===== src/rtl/fpu_issue_seq.sv =====
// Issue/writeback sequencer in front of the 24-bit FPU: buffers tagged ops in a FIFO,
// issues them without class hazards and emits one tagged writeback per captured result.
module fpu_issue_seq #(
  parameter int WIDTH    = 24,
  parameter int TAG_W    = 5,
  parameter int DEPTH    = 4,
  parameter int ADD_LAT  = 2,
  parameter int MUL_LAT  = 2,
  parameter int MISC_LAT = 1
) (
  input  logic             clk,
  input  logic             rst,
  input  logic             in_valid,
  output logic             in_ready,
  input  logic [WIDTH-1:0] in_a,
  input  logic [WIDTH-1:0] in_b,
  input  logic [3:0]       in_opcode,
  input  logic [TAG_W-1:0] in_tag,
  output logic [WIDTH-1:0] fpu_a,
  output logic [WIDTH-1:0] fpu_b,
  output logic [3:0]       fpu_opcode,
  input  logic [WIDTH-1:0] fpu_result,
  output logic             wb_valid,
  output logic [TAG_W-1:0] wb_tag,
  output logic [WIDTH-1:0] wb_result,
  output logic             busy
);

  localparam int AM_LAT  = (ADD_LAT > MUL_LAT) ? ADD_LAT : MUL_LAT;
  localparam int MAX_LAT = (AM_LAT > MISC_LAT) ? AM_LAT : MISC_LAT;
  localparam int SR_D    = MAX_LAT + 1;
  localparam int PTR_W   = (DEPTH > 1) ? $clog2(DEPTH) : 1;
  localparam int CNT_W   = $clog2(DEPTH + 1);

  typedef enum logic [1:0] {CLS_ADD, CLS_MUL, CLS_MISC} opClass_e;

  function automatic opClass_e f_opClass(input logic [3:0] op);
    case (op)
      4'b0000, 4'b0001, 4'b0010, 4'b0100: return CLS_ADD;
      4'b0011:                            return CLS_MUL;
      default:                            return CLS_MISC;
    endcase
  endfunction

  function automatic int f_classLat(input opClass_e c);
    case (c)
      CLS_ADD: return ADD_LAT;
      CLS_MUL: return MUL_LAT;
      default: return MISC_LAT;
    endcase
  endfunction

  logic [WIDTH-1:0] r_memA   [DEPTH];
  logic [WIDTH-1:0] r_memB   [DEPTH];
  logic [3:0]       r_memOp  [DEPTH];
  logic [TAG_W-1:0] r_memTag [DEPTH];
  logic [PTR_W-1:0] r_wrPtr, r_rdPtr;
  logic [CNT_W-1:0] r_count;

  logic [SR_D-1:0]  r_srValid;
  logic [TAG_W-1:0] r_srTag [SR_D];

  logic [WIDTH-1:0] r_fpuA, r_fpuB;
  logic [3:0]       r_fpuOp;
  logic             r_wbValid;
  logic [TAG_W-1:0] r_wbTag;
  logic [WIDTH-1:0] r_wbResult;

  logic             w_enq, w_issue, w_laterInFlight;
  logic [3:0]       w_headOp;
  int               w_issueLat;
  logic [SR_D-1:0]  w_srValidNext;
  logic [TAG_W-1:0] w_srTagNext [SR_D];

  assign in_ready   = (r_count < CNT_W'(DEPTH));
  assign w_enq      = in_valid && in_ready;
  assign w_headOp   = r_memOp[r_rdPtr];
  assign w_issueLat = f_classLat(f_opClass(w_headOp));

  // Stage k is captured k edges from now, so anything above stage 0 outlives this edge.
  assign w_laterInFlight = |r_srValid[SR_D-1:1];
  assign w_issue = (r_count != '0) &&
                   ((f_opClass(w_headOp) == f_opClass(r_fpuOp)) || !w_laterInFlight);

  always_comb begin
    w_srValidNext = '0;
    for (int k = 0; k < SR_D; k++) w_srTagNext[k] = '0;
    for (int k = 0; k < SR_D - 1; k++) begin
      w_srValidNext[k] = r_srValid[k+1];
      w_srTagNext[k]   = r_srTag[k+1];
    end
    if (w_issue) begin
      for (int k = 0; k < SR_D; k++) begin
        if (k == w_issueLat) begin
          w_srValidNext[k] = 1'b1;
          w_srTagNext[k]   = r_memTag[r_rdPtr];
        end
      end
    end
  end

  always_ff @(posedge clk) begin
    if (w_enq) begin
      r_memA[r_wrPtr]   <= in_a;
      r_memB[r_wrPtr]   <= in_b;
      r_memOp[r_wrPtr]  <= in_opcode;
      r_memTag[r_wrPtr] <= in_tag;
    end
  end

  always_ff @(posedge clk) begin
    if (rst) begin
      r_wrPtr    <= '0;
      r_rdPtr    <= '0;
      r_count    <= '0;
      r_srValid  <= '0;
      r_srTag    <= '{default: '0};
      r_fpuA     <= '0;
      r_fpuB     <= '0;
      r_fpuOp    <= 4'b1111;
      r_wbValid  <= 1'b0;
      r_wbTag    <= '0;
      r_wbResult <= '0;
    end else begin
      if (w_enq) r_wrPtr <= r_wrPtr + 1'b1;
      if (w_issue) begin
        r_rdPtr <= r_rdPtr + 1'b1;
        r_fpuA  <= r_memA[r_rdPtr];
        r_fpuB  <= r_memB[r_rdPtr];
        r_fpuOp <= w_headOp;
      end
      case ({w_enq, w_issue})
        2'b10:   r_count <= r_count + 1'b1;
        2'b01:   r_count <= r_count - 1'b1;
        default: ;
      endcase
      r_srValid <= w_srValidNext;
      r_srTag   <= w_srTagNext;
      // The opcode still selects this result's pipe here, since a class change waits for this edge.
      r_wbValid <= r_srValid[0];
      if (r_srValid[0]) begin
        r_wbTag    <= r_srTag[0];
        r_wbResult <= fpu_result;
      end
    end
  end

  assign fpu_a      = r_fpuA;
  assign fpu_b      = r_fpuB;
  assign fpu_opcode = r_fpuOp;
  assign wb_valid   = r_wbValid;
  assign wb_tag     = r_wbTag;
  assign wb_result  = r_wbResult;
  assign busy       = (r_count != '0) || (|r_srValid) || r_wbValid;

endmodule


===== config.mk =====
export PLATFORM = sky130hd
export DESIGN_NAME = fpu_issue_seq
export DESIGN_NICKNAME = d
export VERILOG_FILES = /design/src/rtl/fpu_issue_seq.sv
export SDC_FILE = /design/constraint.sdc
export NUM_CORES = 1
export LEC_CHECK = 0
export CAP_MARGIN = 20
export CORE_MARGIN = 2
export CORE_UTILIZATION = 55
export CTS_CLUSTER_DIAMETER = 50
export CTS_CLUSTER_SIZE = 14
export DETAILED_ROUTE_END_ITERATION = 8
export HOLD_SLACK_MARGIN = 0.12
export PLACE_DENSITY = 0.86
export SLEW_MARGIN = 20
export SYNTH_ARGS = -nofsm -noshare
export SYNTH_HDL_FRONTEND = slang
export SYNTH_SLANG_ARGS = --single-unit
export TNS_END_PERCENT = 5

===== constraint.sdc =====
create_clock -name clk -period 3.84 [get_ports clk]
set_input_delay 0.576 -clock clk [delete_from_list [all_inputs] [get_ports clk]]
set_output_delay 0.576 -clock clk [all_outputs]
set_load 0.05 [all_outputs]

==> results.sh <==
export IMPL_drive_gt1_frac=0.138
export IMPL_core_area_sq_um=22600
export IMPL_synth_compound_area_frac=0.0131
export IMPL_gr_total_overflow=0
export IMPL_ctsHoldBuffers=0
export IMPL_synth_area_mux_share=0.167
export IMPL_routedWlPerCell_um=19.6
export IMPL_first_pass_iters=4
export IMPL_multi_input_area_sq_um=3450
export IMPL_synthSimpleGateAreaFrac=0.0808
export IMPL_syn_inst=751
export IMPL_powerDensity_nw_per_um2=736
export IMPL_cts_setup_buffers=0
export IMPL_pwr_share_clk=0.259
export IMPL_area_delta_synth_final_pct=23.4
export IMPL_die_w_um=156
export IMPL_pre_cts_ws_ps=360
export IMPL_synth_flop_cell="edfxtp_1"
export IMPL_grt_start_max_net_pins=91
export IMPL_yosysMostFrequentCell="edfxtp_1"
export IMPL_synthTopCellsByCount="228 x edfxtp_1, 109 x dfxtp_1, 96 x nand2b_1"
export IMPL_synth_xor_area_frac=0.00207
export IMPL_pin_count=168
export IMPL_root_buffer="clkbuf_16"
export IMPL_finClkSkew_ps=16.9
export IMPL_io_buffers=167
export IMPL_grt_pass1_vias=7062
export IMPL_path_max_fanout=7
export IMPL_worst_slack_ps=333
export IMPL_comb_power_share=0.322
export IMPL_cap_violations=0
export IMPL_grt_setup_unrepaired="no"
export IMPL_std_cell_rows=55
export IMPL_ant_nets=0
export IMPL_synth_area_leaders="edfxtp_1 54%, dfxtp_1 17%, mux4_2 10%"
export IMPL_synth_edf_count=228
export IMPL_p_seq_frac=0.420
export IMPL_cts_num_sinks=337
export IMPL_synth_largest_area_cell="edfxtp_1"
export IMPL_status="completed"
export IMPL_required_ps=4310
export IMPL_max_clock_path_buffers=3
export IMPL_postSynthAreaPerCell_sq_um=16.9
export IMPL_num_vias=6712
export IMPL_power_w=0.0116
export IMPL_die_area_sq_um=24400
export IMPL_power_share_switching=0.321
export IMPL_cts_resized=0
export IMPL_hold_class="flip-flop to flip-flop"
export IMPL_num_antenna_cells=0
export IMPL_synth_top_family_by_area="multiplexers"
export IMPL_postSynth_asyncResetShare=0
export IMPL_antenna_found_initial=0
export IMPL_post_route_min_period_ps=3510
export IMPL_synthDistinctLibCells=35
export IMPL_hold_viol_final=0
export IMPL_arrival_ps=3980
export IMPL_cts_tree="done"
export IMPL_post_route_period_util=0.913
export IMPL_slew_headroom=0.326
export IMPL_peakVddDrop_mv=0.552
export IMPL_crit_path_end_kind="flip-flop"
export IMPL_drt_total_wl_um=24100
export IMPL_avgViaCountPerCell=5.46
export IMPL_ys_seq_area_frac=0.710
export IMPL_layout_nets=1010
export IMPL_p_leak_nw=5.35
export IMPL_cp_start_kind="flip-flop"
export IMPL_track_usage=0.199
export IMPL_synth_fp_nets=841
export IMPL_fillers=1469
export IMPL_max_freq_ghz=0.285
export IMPL_grt_pass1_wl_um=37600
export IMPL_cts_made_buffers=31
export IMPL_regArea_sq_um=9030
export IMPL_drt_iter0_drc=406
export IMPL_synth_seq_cells=337
export IMPL_drv_slew=0
export IMPL_path_class="flip-flop to flip-flop"
export IMPL_setup_viol=0
export IMPL_htreeDepth=1
export IMPL_synthAdderAreaFrac=0.00649
export IMPL_fin_tns_setup_ps=0
export IMPL_intPower_w=0.00785
export IMPL_netlist_area_sq_um=12700
export IMPL_start_util=0.562
export IMPL_worstSkewPairLatency_ps=550
export IMPL_clk_pin_slew_ps=60
export IMPL_globalplace_congestion=0.821
export IMPL_hpwl_um=14800
export IMPL_yosysWarningCount=0
export IMPL_p_sw_w=0.00372
export IMPL_synth_top_area_frac=0.538
export IMPL_worstMarginPinSlew_ps=1010
export IMPL_drcViolationCount=0
export IMPL_die_h_um=156
cell type report:
class                      count  area share
tap                          285      0.0227
timing repair buffer         179       0.116
sequential                   337       0.575
multi-input combinational    359       0.219
clock inverter                14     0.00996
clock buffer                  43      0.0535
inverter                      12     0.00303
placed cells by master, fill, tap and decap left out, types with 5 or more instances in the layout:
| cell | count |
|---|---|
| clkdlybuf4s50_1 | 166 |
| buf_4 | 8 |
| clkbuf_16 | 31 |
| nand2b_1 | 96 |
| mux2i_1 | 81 |
| a21oi_1 | 9 |
| mux4_2 | 57 |
| edfxtp_1 | 228 |
| dfxtp_1 | 106 |
| o21ai_0 | 8 |
| buf_12 | 5 |
| nand3_1 | 7 |
| nor2b_1 | 10 |
| inv_1 | 11 |
| clkbuf_1 | 10 |
| nor2_1 | 49 |
| ha_1 | 5 |
worst max-delay path: stages (launching register included):
cell     delay [ps]
dfxtp_1         540
mux4_2          630
or3_1           360
o311a_1         330
o22a_4          240
inv_4           100
ha_1            190
inv_1            70
fa_1            380
xor2_1          160
or3_1           300
a21oi_1         140
cells by family after synthesis:
kind of cell	after synthesis
buffers and inverters	55
AND/OR/NAND/NOR	182
AO/OA/AOI/OAI	27
adder cells (fa/ha/maj)	6
multiplexers	141
XOR/XNOR	3
flip-flops	337
per-stage QoR:
stage               area (sq um)  hold WS, ps  instances  utilization
finish                     15700          437       1229        0.694
global route               15700          466       1229        0.694
CTS                        15700          437       1229        0.694
detailed placement         14700          422       1172        0.650
floorplan                  12700          414        751            -
global placement           14700          417       1172        0.650
routing by layer:
metal,GRT usage,share of wire,vias up
met4,0.0472,0.013,0
met3,0.0322,0.052,26
met2,0.359,0.52,173
met1,0.255,0.41,3387
met5,0,0,-
li1,-,-,3126
power by group through the flow:
| stage | sequential, W | combinational [W] | clock [W] |
|---|---|---|---|
| 2_1_floorplan | 0.00540 | 0.00227 | 0 |
| 3_3_place_gp | 0.00491 | 0.00367 | 0 |
| 3_5_place_dp | 0.00494 | 0.00375 | 0 |
| 6_report | 0.00485 | 0.00372 | 0.00299 |
| 4_1_cts | 0.00487 | 0.00377 | 0.00305 |
| 5_1_grt | 0.00492 | 0.00397 | 0.00319 |
sequential cells by signal, indices dropped and copies added (netlist names), named ones only:
name        flops
wb_result      24
wb_tag          5
r_rdPtr         2
fpu_opcode      4
r_memA         96
fpu_b          24
r_memOp        16
r_memTag       20
r_wrPtr         2
r_srValid       3
wb_valid        1
r_srTag        15
r_count         3
fpu_a          24
r_memB         96
worst paths after layout:
| kind | start | endpoint | slack (ps) | cells after the start |
|---|---|---|---|---|
| max | flip-flop | r_count[2]$_SDFFE_PP0P_ | 330 | 11 |
| min | r_srTag[8]$_SDFF_PP0_ | r_srTag[13]$_SDFF_PP0_ | 440 | 1 |
| max reg2reg | flip-flop | r_count[2]$_SDFFE_PP0P_ | 330 | 11 |
| min reg2reg | r_srTag[8]$_SDFF_PP0_ | r_srTag[13]$_SDFF_PP0_ | 440 | 1 |
Power figures use the tool's default switching activity.
